$ cat src/rtl/if_stage_pkg.sv
// Shared pipeline definitions for the fetch stage: PCSrc encodings, vectors, NOP.
// Pure declarations, no logic.
package if_stage_pkg;

    localparam logic [2:0] PCSRC_NEXT   = 3'd0;
    localparam logic [2:0] PCSRC_BRANCH = 3'd1;
    localparam logic [2:0] PCSRC_JUMP   = 3'd2;
    localparam logic [2:0] PCSRC_JR     = 3'd3;
    localparam logic [2:0] PCSRC_IRQ    = 3'd4;
    localparam logic [2:0] PCSRC_EXC    = 3'd5;

    localparam logic [31:0] RESET_VEC = 32'h8000_0000;
    localparam logic [31:0] ILLOP_VEC = 32'h8000_0004;
    localparam logic [31:0] XADR_VEC  = 32'h8000_0008;
    localparam logic [31:0] NOP_INSTR = 32'h0000_0000;

    // Bit 31 is the supervisor flag; sequential fetch never changes it.
    function automatic logic [31:0] pc_plus4(input logic [31:0] pc);
        return {pc[31], pc[30:0] + 31'd4};
    endfunction

endpackage

$ cat src/rtl/if_stage_id_reg.sv
// IF/ID pipeline register: loads a fetched instruction, bubbles or freezes.
// Latency: 1 cycle. Backpressure: hold freezes contents; stall and a missing fetch insert a bubble.
// Stall outranks hold so a flush is never lost behind a freeze.
module if_stage_id_reg
    import if_stage_pkg::*;
(
    input  logic        clk,
    input  logic        reset,
    input  logic        stall,
    input  logic        hold,
    input  logic        fetch_vld,
    input  logic [31:0] fetch_instr,
    input  logic [31:0] fetch_pc,
    input  logic [31:0] fetch_pc4,
    output logic [31:0] id_instr,
    output logic [31:0] id_pc,
    output logic [31:0] id_pc4
);

    always_ff @(posedge clk) begin
        if (reset || stall || (!hold && !fetch_vld)) begin
            id_instr <= NOP_INSTR;
            id_pc    <= 32'h0;
            id_pc4   <= 32'h0;
        end else if (!hold) begin
            id_instr <= fetch_instr;
            id_pc    <= fetch_pc;
            id_pc4   <= fetch_pc4;
        end
    end

endmodule

$ cat src/rtl/if_stage.sv
// Instruction fetch: owns the PC, picks the next PC from PCSrc, feeds IF/ID, latches IRQ edges.
// Latency: instruction reaches ID one cycle after an accepted fetch; redirect reaches imem_addr next cycle.
// Backpressure: PCHold freezes the PC, !imem_ready retries the same PC and bubbles ID.
module if_stage
    import if_stage_pkg::*;
#(
    parameter logic [31:0] RESET_PC = RESET_VEC,
    parameter logic [31:0] ILLOP_PC = ILLOP_VEC,
    parameter logic [31:0] XADR_PC  = XADR_VEC
) (
    input  logic        clk,
    input  logic        reset,
    input  logic [2:0]  PCSrc,
    input  logic        Branch,
    input  logic [31:0] BranchTarget,
    input  logic [25:0] JumpField,
    input  logic [31:0] JrTarget,
    input  logic        PCHold,
    input  logic        IF_ID_Stall,
    input  logic        IF_ID_Hold,
    input  logic        imem_ready,
    input  logic [31:0] imem_rdata,
    input  logic        IRQ_raw,
    output logic [31:0] imem_addr,
    output logic [31:0] ID_Instruct,
    output logic [31:0] ID_PC,
    output logic [31:0] ID_PC_4,
    output logic        IRQ
);

    logic [31:0] pc;
    logic [31:0] pc4;
    logic [31:0] target;
    logic        redirect;
    logic        irq_prev;
    logic        irq_pending;

    assign pc4       = pc_plus4(pc);
    assign imem_addr = pc;

    always_comb begin
        redirect = 1'b1;
        target   = pc4;
        case (PCSrc)
            PCSRC_BRANCH: begin
                redirect = Branch;
                target   = BranchTarget;
            end
            PCSRC_JUMP:   target = {ID_PC_4[31:28], JumpField, 2'b00};
            // jr may drop to user mode but can never raise privilege
            PCSRC_JR:     target = {ID_PC[31] & JrTarget[31], JrTarget[30:0]};
            PCSRC_IRQ:    target = ILLOP_PC;
            PCSRC_EXC:    target = XADR_PC;
            default:      redirect = 1'b0;
        endcase
    end

    always_ff @(posedge clk) begin
        if (reset) begin
            pc <= RESET_PC;
        end else if (!PCHold) begin
            if (redirect) begin
                pc <= target;
            end else if (imem_ready) begin
                pc <= pc4;
            end
        end
    end

    // A new edge wins over acceptance in the same cycle so no interrupt is dropped.
    always_ff @(posedge clk) begin
        if (reset) begin
            irq_prev    <= 1'b0;
            irq_pending <= 1'b0;
        end else begin
            irq_prev <= IRQ_raw;
            if (IRQ_raw && !irq_prev) begin
                irq_pending <= 1'b1;
            end else if (PCSrc == PCSRC_IRQ) begin
                irq_pending <= 1'b0;
            end
        end
    end

    assign IRQ = irq_pending & ~ID_PC[31];

    if_stage_id_reg u_id_reg (
        .clk         (clk),
        .reset       (reset),
        .stall       (IF_ID_Stall),
        .hold        (IF_ID_Hold),
        .fetch_vld   (imem_ready),
        .fetch_instr (imem_rdata),
        .fetch_pc    (pc),
        .fetch_pc4   (pc4),
        .id_instr    (ID_Instruct),
        .id_pc       (ID_PC),
        .id_pc4      (ID_PC_4)
    );

endmodule

$ cat config.mk
export PLATFORM = sky130hd
export DESIGN_NAME = if_stage
export DESIGN_NICKNAME = d
export VERILOG_FILES = /design/src/rtl/if_stage_pkg.sv /design/src/rtl/if_stage_id_reg.sv /design/src/rtl/if_stage.sv
export SDC_FILE = /design/constraint.sdc
export NUM_CORES = 1
export LEC_CHECK = 0
export ABC_AREA = 1
export CORE_ASPECT_RATIO = 0.5
export CORE_UTILIZATION = 65
export CTS_BUF_LIST = sky130_fd_sc_hd__clkbuf_8
export DETAILED_ROUTE_END_ITERATION = 8
export DONT_BUFFER_PORTS = 1
export PLACE_DENSITY = 0.83
export REMOVE_ABC_BUFFERS = 1
export SLEW_MARGIN = 0
export SYNTH_ARGS = -nofsm -noshare
export SYNTH_HDL_FRONTEND = slang
export SYNTH_SLANG_ARGS = --single-unit
$ cat constraint.sdc
create_clock -name clk -period 3.86 [get_ports clk]
set_input_delay 0.772 -clock clk [delete_from_list [all_inputs] [get_ports clk]]
set_output_delay 0.772 -clock clk [all_outputs]
set_load 0.01 [all_outputs]
### Word level (Yosys, flattened, before mapping)

Index checks and enable logic that the tools add are counted.

| word-level totals | value |
|---|---|
| flip-flop bits (word level) | 130 |
| output and inout bits | 129 |

| cells by class | value |
|---|---|
| bitwise gates (word level) | 4 |
| equal/unequal tests | 5 |
| reductions and logical operators | 13 |
| mux-type cells | 6 |
| $add $sub $neg | 1 |

Operators by type and width:

| cell | count |
|---|---|
| one-hot mux 32 bit (5 select lines) | 1 |
| two-way mux 32 bit | 1 |
| adder 31 x 3 -> 31 bit (second input constant) | 1 |
| two-way mux 31 bit | 1 |
| equality test 3 x 2 -> 1 bit (second input constant) | 2 |
| equality test 3 bit (second input constant) | 2 |
| nonzero test 5 bit | 1 |
| nonzero test 2 bit | 2 |
| OR reduction 4 bit | 1 |
| equality test 3 x 1 -> 1 bit (second input constant) | 1 |
| logical NOT 1 bit | 3 |
| AND reduction 3 bit | 1 |
| AND 1 bit | 2 |
| logical AND 1 bit | 2 |
| logical OR 1 bit | 2 |
| two-way mux 1 bit | 2 |
| NOT 1 bit | 2 |
| one-hot mux 1 bit (2 select lines) | 1 |
| AND reduction 2 bit | 1 |

### Longest topological paths before layout

| logic depth | value |
|---|---|
| depth after elaboration | 5 |
| mapped depth | 11 |
| gate-level depth less buffers | 10 |

### Hierarchy

Synthesis repeated with hierarchy kept, for this count alone.

| unflattened totals | value |
|---|---|
| cell total of the unflattened synthesis | 1230 |
| area, all modules | 7395.8 µm² |

Modules (own cells, without submodules):

| module | times used | area an instance (µm²) | seq. area each (µm²) | cells each |
|---|---|---|---|---|
| if_stage_id_reg | 1 | 4299.1 | 1921.8 | 708 |
| if_stage | 1 | 3096.7 | 680.7 | 522 |

### Least setup slack after synthesis

No wires, ideal clock.

| path | value |
|---|---|
| path kind | input-to-reg |
| from | input PCSrc[1] |
| to | register pc[10], in the netlist imem_addr[10] |
| setup time | 0.117 ns |
| setup slack | 1.839 ns |
| path buffers | 2 |
| data arrival time | 1.904 ns |
| cell stages on the path | 10 |
| path through | inv_1 > ha_1 > nand2_1 > nand3_4 > nand2_4 > clkbuf_8 > buf_8 > nand2_1 > a21oi_1 > nor2_1 |

| between the ends | value |
|---|---|
| cells in the longest elaborated chain, start to end | 5 |

Ends and longest elaborated chain:

| item | line | text |
|---|---|---|
| start, declared | if_stage.sv:13 | `input logic [2:0] PCSrc,` |
| equality test 3 bit or equality test 3 x 2 -> 1 bit (tied branches) | if_stage.sv:44 | `case (PCSrc)` |
| OR reduction 4 bit (no source line) | - |  |
| one-hot mux 1 bit (2 select lines) | if_stage.sv:44 |  |
| nonzero test 2 bit (no source line) | - |  |
| AND reduction 2 bit (no source line) | - |  |
| end signal, assigned | if_stage.sv:63 | `pc <= target;` |
| end signal, assigned | if_stage.sv:65 | `pc <= pc4;` |
| end, declared | if_stage.sv:31 | `logic [31:0] pc;` |

Several ways; a longest one is shown, not always the timed one. The select of a mux whose other input is x is not followed.
A chain may end at the register's enable or synchronous reset.

### Worst setup path in the final report

| path | value |
|---|---|
| from | register pc[2], in the netlist imem_addr[2] |
| to | register u_id_reg.id_pc4[28] |

| between the ends | value |
|---|---|
| cells in the longest elaborated chain, start to end | 1 |

Ends and longest elaborated chain:

| item | line | text |
|---|---|---|
| adder 31 x 3 -> 31 bit | if_stage_pkg.sv:19 | `return {pc[31], pc[30:0] + 31'd4};` |
| end signal, assigned | if_stage_id_reg.sv:28 | `id_pc4 <= fetch_pc4;` |
| end, declared | if_stage_id_reg.sv:17 | `output logic [31:0] id_pc4` |

Every way passes these cells.

==> results.md <==
* Sw Ratio at approximately a third
* Wire per inst at 16.2 um
* Sink Count at 127
* FILL cells at 860
* Post-synth top area share at 39.8%
* DR top layer: met4
* Port bufs at 0
* Total Routing Usage GR at between 30% and 40%
* Fin crit share at 54.6%
* Max clock buf depth at 2
* PwrDens at roughly 440 mW/mm^2
* Setup crit end kind: flip-flop
* Hold Crit Class: primary input to flip-flop
* Internal power at 2010 uW
* Yosys cell types at 27
* CP arrival at 2450 ps
* Post-route setup TNS at 0 ps
* Floorplan row count at 25
* Flop pwr share at 51.2%
* CP dominant cell by count: nand2_1
* Mapped Area at 0.00638 mm^2
* Vias per Instance at 5.69
* RSZ-0062 raised after global routing: no
* Metal-1 WL at approximately 7700 um
* Initial antenna violation count at 0
* Maximum VDD drop at approximately 0.24 mV
* # Post-CTS Setup Buffers at 0
* Starting density of the core at 67.4%
* Total congestion overflow at 0
* First DRT Iteration DRCs at 617
* Required time worst endpoint at 4200 ps
* CP Max Fanout at 9
* Die height at 72.1 um
* Max_cap viols at 0
* Area leader, netlist: dfxtp_1
* Fin util at 70.5%
* ANT nets after route at 0
* Slew at the pin with the worst max-slew slack at 994 ps
* Startpoint Class: flip-flop
* Critical-path top delay cell: dfxtp_1
* Core area at about 0.0095 mm^2
* Routed wl met2 at 8240 um
* Final Hold Violating Endpoints at 0
* Area Overhead vs Synth at 4.74%
* Kind of critical path: flip-flop to flip-flop
* Clock buffer count from CTS at 17
* YS warnings at 0
* GPL Wtd Cong at 0.871
* Met3 wire len at 2070 um
* Mean post-synth cell area at approximately 6.3 um^2
* Max transition margin at 33.7%
* Most common library cell in the layout ignoring fill and taps: nand2_1
* CTS clk-pin slew, worst paths at 80 ps
* Clk pwr share at 37.0%
* Sw Pwr at 920 uW
* Clk Latency, worst-skew pair at around 450 ps
* WP buf/inv at 2
* Critical Path Max Stage Delay at approximately 600 ps
* Vias in the first global route at 5,670
* Status: complete, no violations
* Critical path cell sequence: ha_1 -> nand3_1 -> nor2_2 -> nand2_1 -> inv_1 -> nand2_1 -> nand2_1 -> nand2_1 -> o21ai_0 -> inv_1
* Syn Inst Count at 1,016
* Post-CTS Hold Fix Bufs at 0
* Pre-antenna DRT Iters at 5
* DRC viols at 0
* Final Setup Violations at 0
* Post-CTS Resized at 0
* Reg area at 0.00254 mm^2
* Final Max Tran Viols at 0
* Worst path top cell family by delay: simple AND/OR/NAND/NOR gates
* Most frequent cells in the layout: nand2_1 (394), dfxtp_1 (127), nor2_1 (117)
* Top cells by area, synth: dfxtp_1 (40%), nand2_1 (23%), a21oi_1 (7.5%)
* Combinational share of power at 11.8%
* LEAKAGE at a little under 0.003 uW
* Root Buffer: clkbuf_8
* Max Freq at 475 MHz
* DP HPWL at 12,500 um
* IO Pins at 262
* Area of the die at 0.0102 mm^2
* First-pass GRT wire length at 27,800 um
* Layout Nets at 1,118
* DR vias at between 6,000 and 7,000
* Diode count at 0
* Largest net degree at the start of global routing at 89
* H-tree depth at 4
* Worst clock skew at 12.4 ps
* Multi-input gate area at 0.00326 mm^2
* Register area share after synthesis at 39.8%
* Die width at 142 um
* Crit path time final at 2110 ps
* Routed wire length at 18,300 um
* Flops & latches, synth at 127
* CTS tree: built
* Ratio of cells with drive above 1 in the final layout at 5.83%
==> Yosys cell counts, drive strengths merged <==
cell type    n
nand2      398
dfxtp      127
nor2       124
a21oi       96
inv         75
o21ai       57
nand3       53
buf         37
clkbuf      23
xor2         7
nand4        5
xnor2        4
or2          3
ha           2
nor3         2
o21bai       2
a22oi        1
==> through the flow <==
stage	area, um^2	std cells	setup WS (ps)	hold WS [ps]	power, uW
global route	6690	1130	1610	381	3050
CTS	6690	1130	1760	381	2920
global placement	6320	1099	1560	474	1850
detailed placement	6320	1099	1440	497	1860
floorplan	6060	956	-2120	459	1750
finish	6690	1130	1750	396	2930
==> final timing paths <==
kind,start,end,slack [ps],cells after the start
worst max register to register,imem_addr[2],u_id_reg.id_pc4[28],1750,10
worst min register to register,u_id_reg.id_instr[13],u_id_reg.id_instr[13],510,2
worst min-delay path,reset,irq_pending,400,1
worst max-delay path,imem_addr[2],u_id_reg.id_pc4[28],1750,10
==> power by group through the flow <==
stage | registers (uW) | clock network [uW] | logic, uW
2_1_floorplan | 1490 | 0 | 264
3_3_place_gp | 1530 | 0 | 324
3_5_place_dp | 1530 | 0 | 337
4_1_cts | 1500 | 1090 | 340
5_1_grt | 1510 | 1150 | 392
6_report | 1500 | 1080 | 346
==> logic make-up after synthesis <==
| family | count (synthesis) | synth area share [%] |
|---|---|---|
| compound gates | 156 | 12.3 |
| xor+xnor | 11 | 1.51 |
| fa+ha+maj | 2 | 0.392 |
| buf+inv | 135 | 9.47 |
| flops | 127 | 39.8 |
| simple gates | 585 | 36.5 |
==> area by class of cell <==
type | instances | share of cell area, %
Clock buffer | 18 | 3.71
Clock inverter | 13 | 1.74
Inverter | 75 | 4.23
Multi-Input combinational cell | 754 | 48.7
Sequential cell | 127 | 38.0
Tap cell | 135 | 2.53
Timing Repair Buffer | 8 | 1.09
==> worst register-to-register path, stage by stage (launching register included) <==
cell and delay [ps]:
dfxtp_1 600, ha_1 390, nand3_1 140, nor2_2 260, nand2_1 130, inv_1 110, nand2_1 60, nand2_1 60
nand2_1 70, o21ai_0 140, inv_1 50
==> per-layer routing <==
layer | global-route usage, % | up-vias
li1 | - | 3112
met1 | 44.8 | 2950
met3 | 10.5 | 37
met4 | 13.1 | 0
met5 | 0 | -
met2 | 55.2 | 332
==> registers in the layout, indices dropped and copies added (netlist names) <==
| name | count |
|---|---|
| imem_addr | 32 |
| u_id_reg.id_pc4 | 32 |
| irq_prev | 1 |
| u_id_reg.id_instr | 32 |
| irq_pending | 1 |
| u_id_reg.id_pc | 29 |
Note: power is estimated with default switching activity, not from simulation.
